## src/rtl/video_timing_gen.sv

```systemverilog
// video_timing_gen: raster timing generator with a pixel request port.
// Produces hs/vs/de/rgb for an encoder stage from free-running h/v counters.
// Optional build macro TEST_PATTERN_EN swaps the upstream pixel for
// eight vertical colour bars.
//
// Pixel handshake: pix_req is a combinational request for coordinate
// (x_pos, y_pos). The upstream source must present that pixel on
// pix_data_in in the same cycle; it is captured at the next clock edge and
// appears on rgb together with de one cycle later. There is no back-pressure.
// The source cannot stall, and a missed pixel is simply lost.
`timescale 1ns/1ps
module video_timing_gen #(
  parameter int H_ACTIVE = 640,
  parameter int H_FP     = 16,
  parameter int H_SYNC   = 96,
  parameter int H_BP     = 48,
  parameter int V_ACTIVE = 480,
  parameter int V_FP     = 10,
  parameter int V_SYNC   = 2,
  parameter int V_BP     = 33,
  parameter bit HS_POL   = 1'b0,
  parameter bit VS_POL   = 1'b0
) (
  input  logic        pixel_clk,
  input  logic        rst_n,
  input  logic        enable,
  input  logic [23:0] pix_data_in,
  output logic        pix_req,
  output logic [23:0] rgb,
  output logic        hs,
  output logic        vs,
  output logic        de,
  output logic        display_en,
  output logic [10:0] x_pos,
  output logic [10:0] y_pos,
  output logic        frame_start,
  output logic [1:0]  dbg_state
);

  localparam int H_TOTAL = H_ACTIVE + H_FP + H_SYNC + H_BP;
  localparam int V_TOTAL = V_ACTIVE + V_FP + V_SYNC + V_BP;

  localparam logic [10:0] H_ACT_C  = 11'(H_ACTIVE);
  localparam logic [10:0] H_SYNC_S = 11'(H_ACTIVE + H_FP);
  localparam logic [10:0] H_SYNC_E = 11'(H_ACTIVE + H_FP + H_SYNC);
  localparam logic [10:0] H_LAST   = 11'(H_TOTAL - 1);
  localparam logic [10:0] V_ACT_C  = 11'(V_ACTIVE);
  localparam logic [10:0] V_SYNC_S = 11'(V_ACTIVE + V_FP);
  localparam logic [10:0] V_SYNC_E = 11'(V_ACTIVE + V_FP + V_SYNC);
  localparam logic [10:0] V_LAST   = 11'(V_TOTAL - 1);

  typedef enum logic [1:0] {
    ST_IDLE  = 2'd0,
    ST_RUN   = 2'd1,
    ST_DRAIN = 2'd2
  } state_e;

  state_e      state_q, state_d;
  logic [10:0] h_cnt_q, h_cnt_d;
  logic [10:0] v_cnt_q, v_cnt_d;
  logic [23:0] rgb_q, rgb_d;
  logic        de_q, de_d;
  logic        hs_q, hs_d;
  logic        vs_q, vs_d;
  logic        disp_q, disp_d;

  logic        counting;
  logic        frame_last;
  logic        h_in_sync;
  logic        v_in_sync;
  logic [23:0] pixel_src;

  assign counting   = (state_q != ST_IDLE);
  assign frame_last = (h_cnt_q == H_LAST) && (v_cnt_q == V_LAST);
  assign h_in_sync  = (h_cnt_q >= H_SYNC_S) && (h_cnt_q < H_SYNC_E);
  assign v_in_sync  = (v_cnt_q >= V_SYNC_S) && (v_cnt_q < V_SYNC_E);

  // Request is a pure function of the counters so the upstream sees it a full cycle before de.
  assign pix_req     = counting && (h_cnt_q < H_ACT_C) && (v_cnt_q < V_ACT_C);
  assign frame_start = pix_req && (h_cnt_q == 11'd0) && (v_cnt_q == 11'd0);
  assign x_pos       = h_cnt_q;
  assign y_pos       = v_cnt_q;

  assign rgb        = rgb_q;
  assign de         = de_q;
  assign hs         = hs_q;
  assign vs         = vs_q;
  assign display_en = disp_q;
  assign dbg_state  = state_q;

`ifdef TEST_PATTERN_EN
  localparam int          BAR_W_I = (H_ACTIVE / 8 > 0) ? (H_ACTIVE / 8) : 1;
  localparam logic [10:0] BAR_W   = 11'(BAR_W_I);
  logic [10:0] bar_idx;

  // Colour bar lookup; anything past the eighth bar stays black.
  always_comb begin
    bar_idx = h_cnt_q / BAR_W;
    case (bar_idx)
      11'd0:   pixel_src = 24'hFFFFFF;
      11'd1:   pixel_src = 24'hFFFF00;
      11'd2:   pixel_src = 24'h00FFFF;
      11'd3:   pixel_src = 24'h00FF00;
      11'd4:   pixel_src = 24'hFF00FF;
      11'd5:   pixel_src = 24'hFF0000;
      11'd6:   pixel_src = 24'h0000FF;
      default: pixel_src = 24'h000000;
    endcase
  end
`else
  assign pixel_src = pix_data_in;
`endif

  // FSM next state: DRAIN finishes the current frame unless enable comes back first.
  always_comb begin
    state_d = state_q;
    case (state_q)
      ST_IDLE:  if (enable) state_d = ST_RUN;
      ST_RUN:   if (!enable) state_d = frame_last ? ST_IDLE : ST_DRAIN;
      ST_DRAIN: begin
        if (enable)          state_d = ST_RUN;
        else if (frame_last) state_d = ST_IDLE;
      end
      default:  state_d = ST_IDLE;
    endcase
  end

  // Raster counters advance in RUN and DRAIN and are parked at 0,0 in IDLE.
  always_comb begin
    h_cnt_d = 11'd0;
    v_cnt_d = 11'd0;
    if (counting) begin
      if (h_cnt_q == H_LAST) begin
        h_cnt_d = 11'd0;
        v_cnt_d = (v_cnt_q == V_LAST) ? 11'd0 : v_cnt_q + 11'd1;
      end else begin
        h_cnt_d = h_cnt_q + 11'd1;
        v_cnt_d = v_cnt_q;
      end
    end
  end

  // Output pipeline stage: everything the encoder sees lags the request by one cycle.
  always_comb begin
    rgb_d  = pix_req ? pixel_src : 24'h0;
    de_d   = pix_req;
    hs_d   = (counting && h_in_sync) ? HS_POL : ~HS_POL;
    vs_d   = (counting && v_in_sync) ? VS_POL : ~VS_POL;
    disp_d = counting;
  end

  // State, counter and output registers; reset abandons any frame in progress.
  always_ff @(posedge pixel_clk or negedge rst_n) begin
    if (!rst_n) begin
      state_q <= ST_IDLE;
      h_cnt_q <= 11'd0;
      v_cnt_q <= 11'd0;
      rgb_q   <= 24'h0;
      de_q    <= 1'b0;
      hs_q    <= ~HS_POL;
      vs_q    <= ~VS_POL;
      disp_q  <= 1'b0;
    end else begin
      state_q <= state_d;
      h_cnt_q <= h_cnt_d;
      v_cnt_q <= v_cnt_d;
      rgb_q   <= rgb_d;
      de_q    <= de_d;
      hs_q    <= hs_d;
      vs_q    <= vs_d;
      disp_q  <= disp_d;
    end
  end

endmodule

```

## config.mk

```make
export PLATFORM = sky130hd
export DESIGN_NAME = video_timing_gen
export DESIGN_NICKNAME = d
export VERILOG_FILES = /design/src/rtl/video_timing_gen.sv
export SDC_FILE = /design/constraint.sdc
export NUM_CORES = 1
export LEC_CHECK = 0
export CORE_MARGIN = 10
export CORE_UTILIZATION = 51
export CTS_BUF_LIST = sky130_fd_sc_hd__clkbuf_8
export DETAILED_ROUTE_END_ITERATION = 10
export GPL_ROUTABILITY_DRIVEN = 1
export PLACE_DENSITY = 0.95
export RECOVER_POWER = 100
export SKIP_LAST_GASP = 1
export SYNTH_ARGS = -nofsm -noshare
export SYNTH_HDL_FRONTEND = slang
export SYNTH_SLANG_ARGS = --single-unit
```

## constraint.sdc

```tcl
create_clock -name pixel_clk -period 3.1 [get_ports pixel_clk]
set_input_delay 0.775 -clock pixel_clk [delete_from_list [all_inputs] [get_ports pixel_clk]]
set_output_delay 0.775 -clock pixel_clk [all_outputs]
set_load 0.005 [all_outputs]
```

==> reports/results.tsv <==
metric	value	unit
ANT nets after route	0	
Achievable Freq	329	MHz
syn nets	249	
Setup Viol. Count Final	0	
GRT Residual Overflow	0	
post-route minimum period	3.04	ns
setup bufs post-CTS	0	
RSZ-0062 raised after global routing	no	
pre-CTS setup slack	0.326	ns
CTS tree	yes	
synthesis-stage register bit count	52	
Post-Layout Cell Count	351	
CTS Buffer Depth	2	
Vias	1979	
Nets	330	
largest net degree at the start of global routing	53	
post-route setup TNS	0	ns
fin util	73.3	%
CTS sink cnt	52	
Post-synth EDFFs	0	
Least-Margin Pin Slew	1.24	ns
Seq pwr share	52.3	%
Final period util	98.2	%
share of post-route cells with drive strength above 1	6.35	%
sw frac	23.7	%
drt initial violations	214	
Worst-Skew Late Latency	0.30	ns
I/O Pins	81	
Clock Pin Slew Worst Setup and Hold Paths	0.09	ns
post-synthesis sequential area ratio	54.1	%
Worst slew margin	17.5	%
most common cell in the netlist	dfrtp_1	
first-pass GRT wire length	10.3	mm
Power Density	433	nW/um2
Syn Inst Count	217	
Fin. Hold Viols	0	
DP HPWL	4.77	mm
setup ws final	0.0573	ns
Initial Util	53.9	%
slowest CP cell	or4_1	
H-tree levels	2	
port bufs	80	
fillers	310	
Comb pwr share	16.0	%
Vias/cell	5.64	
CTS root buf	clkbuf_8	
Remaining DRCs	0	
Setup crit start kind	flip-flop	
Primary FF master, synth	dfrtp_1	
Post-synth top cells	50 x dfrtp_1, 26 x and2_1, 18 x nor2_1	
syn_area_per_cell	11.1	um2
die area	7880	um2
Critical Path Sink Type	output port	
width of the die	88.8	um
vias in the first global route	2039	
die height	88.8	um
FFs w/ async S/R, synth	100	%
worst path bufs/invs	1	
Post-Route WL	6.24	mm
Area growth syn-to-layout	36.1	%
count of cell types in the netlist	48	
max_cap viols	0	
internal power	1.08	mW
Worst Setup Path Type	reg2out	
initial antenna violation count	0	
largest incremental delay on the critical path	0.55	ns
top cell type's share of synthesized area	51.9	%
WP data required	2.32	ns
Leak	1.47	nW
Initial DRT Pass Iterations	4	
Psw	337	uW
Min Hold Slack	0.562	ns
GRT Util Overall	16.8	%
crit path DAT	2.27	ns
placed insts	343	
Cell Chain, Critical Path	or4_1, nor4b_2, and4_1, clkdlybuf4s50_1	
Core ar.	4470	um2
synth top area cells	dfrtp_1 52%, and2_1 6.7%, nand3_1 3.1%, nor2_1 2.8%, ha_1 2.6%	
status	finished, final reports clean	
critical path's top delay family	simple AND/OR/NAND/NOR gates	
final slew viol count	0	
wire per inst	17.8	um
peak supply drop	0.267	mV
HP Class	reg2reg	
clk_skew	0.00601	ns
Clock Power Share	31.7	%
critical path fanouts, max	9	
Antenna diodes	0	
Num CTS Buffers	5	
post-synth top area cell	dfrtp_1	
yosys warns	0	
floorplan row count	24	
GP Congestion	0.933	
synthesized cell area	2410	um2
## path summary, 6_finish.rpt
path / slack (ns) / end / start / cells past startpoint
max in group asynchronous: 1.47 / x_pos[4]$_DFF_PN0_ / rst_n / 2
max: 0.06 / frame_start / x_pos[4]$_DFF_PN0_ / 4
max reg2reg: 0.83 / y_pos[7]$_DFFE_PN0P_ / x_pos[0]$_DFF_PN0_ / 5
min reg2reg: 0.56 / x_pos[0]$_DFF_PN0_ / x_pos[0]$_DFF_PN0_ / 1
min: 0.56 / x_pos[0]$_DFF_PN0_ / x_pos[0]$_DFF_PN0_ / 1
min in group asynchronous: 0.80 / rgb[8]$_DFF_PN0_ / rst_n / 2
## per-stage QoR
step / power [mW] / area [um2]
after floorplan: 0.837 / 2410
after global placement: 0.999 / 3220
after detailed placement: 1.01 / 3220
after CTS: 1.46 / 3330
after global routing: 1.48 / 3280
final: 1.42 / 3280
## layout make-up
class | count | area (um2) | share of cell area, %
Multi-Input combinational cell | 147 | 961 | 29.3
Tap cell | 52 | 65.1 | 1.98
Sequential cell | 52 | 1310 | 39.8
Clock buffer | 5 | 68.8 | 2.10
Clock inverter | 3 | 38.8 | 1.18
Timing Repair Buffer | 85 | 816 | 24.9
Inverter | 7 | 26.3 | 0.801
## per-layer routing
layer | part of all wire (%) | global-route usage [%] | vias up | routed length [um]
li1 | - | - | 919 | -
met1 | 39 | 19.8 | 943 | 2460
met2 | 45 | 25.5 | 105 | 2800
met3 | 14 | 10.0 | 12 | 883
met4 | 1.5 | 4.55 | 0 | 95
met5 | 0 | 0 | - | 0
## flip-flops by register name, summed over array words and instances, names as in the netlist
| register | count |
|---|---|
| display_en | 1 |
| rgb | 24 |
| dbg_state | 2 |
| x_pos | 11 |
| y_pos | 11 |
| de | 1 |
| vs | 1 |
| hs | 1 |
## placed cells by master (no fill, tap or decap), types with 5 or more instances in the layout
cell,count
clkdlybuf4s50_1,27
and2_0,12
nor3_1,5
and2_1,14
and3_1,6
dlygate4sd3_1,52
xnor2_1,5
clkbuf_8,5
o21ai_0,7
nor2_1,19
ha_1,5
inv_1,7
nand3_1,15
nand2_1,10
dfrtp_1,49
## power by group through the flow
stage	logic (mW)	registers, mW	clock network [mW]
after global routing	0.250	0.750	0.485
after floorplan	0.0768	0.760	0
after detailed placement	0.248	0.759	0
after CTS	0.250	0.746	0.462
after global placement	0.242	0.757	0
final	0.227	0.743	0.450
## worst register-to-register path: cells and delay by family, from the launching register on
kind                     cells  cell delay, ns
AND/OR/NAND/NOR              2            0.81
adder cells (fa/ha/maj)      1            0.22
flip-flops                   1            0.44
AO/OA/AOI/OAI                2            0.69
## logic make-up after synthesis
| logic type | Yosys count | synth area share (%) |
|---|---|---|
| and+or+nand+nor | 104 | 25.8 |
| DFF | 52 | 54.1 |
| AOI/OAI and AO/OA | 26 | 8.30 |
| buffers and inverters | 18 | 4.67 |
| xor gates and xnor gates | 9 | 3.27 |
| adders and majority gates | 5 | 2.59 |
| muxes | 3 | 1.25 |
## what timing repair did
item | in CTS | in global routing
resized for setup | 1 | 1
setup endpoints to repair | 1 | 1
hold buffers | 0 | 0
pin swaps | 0 | 0
Note: power is estimated with default switching activity, not from simulation.
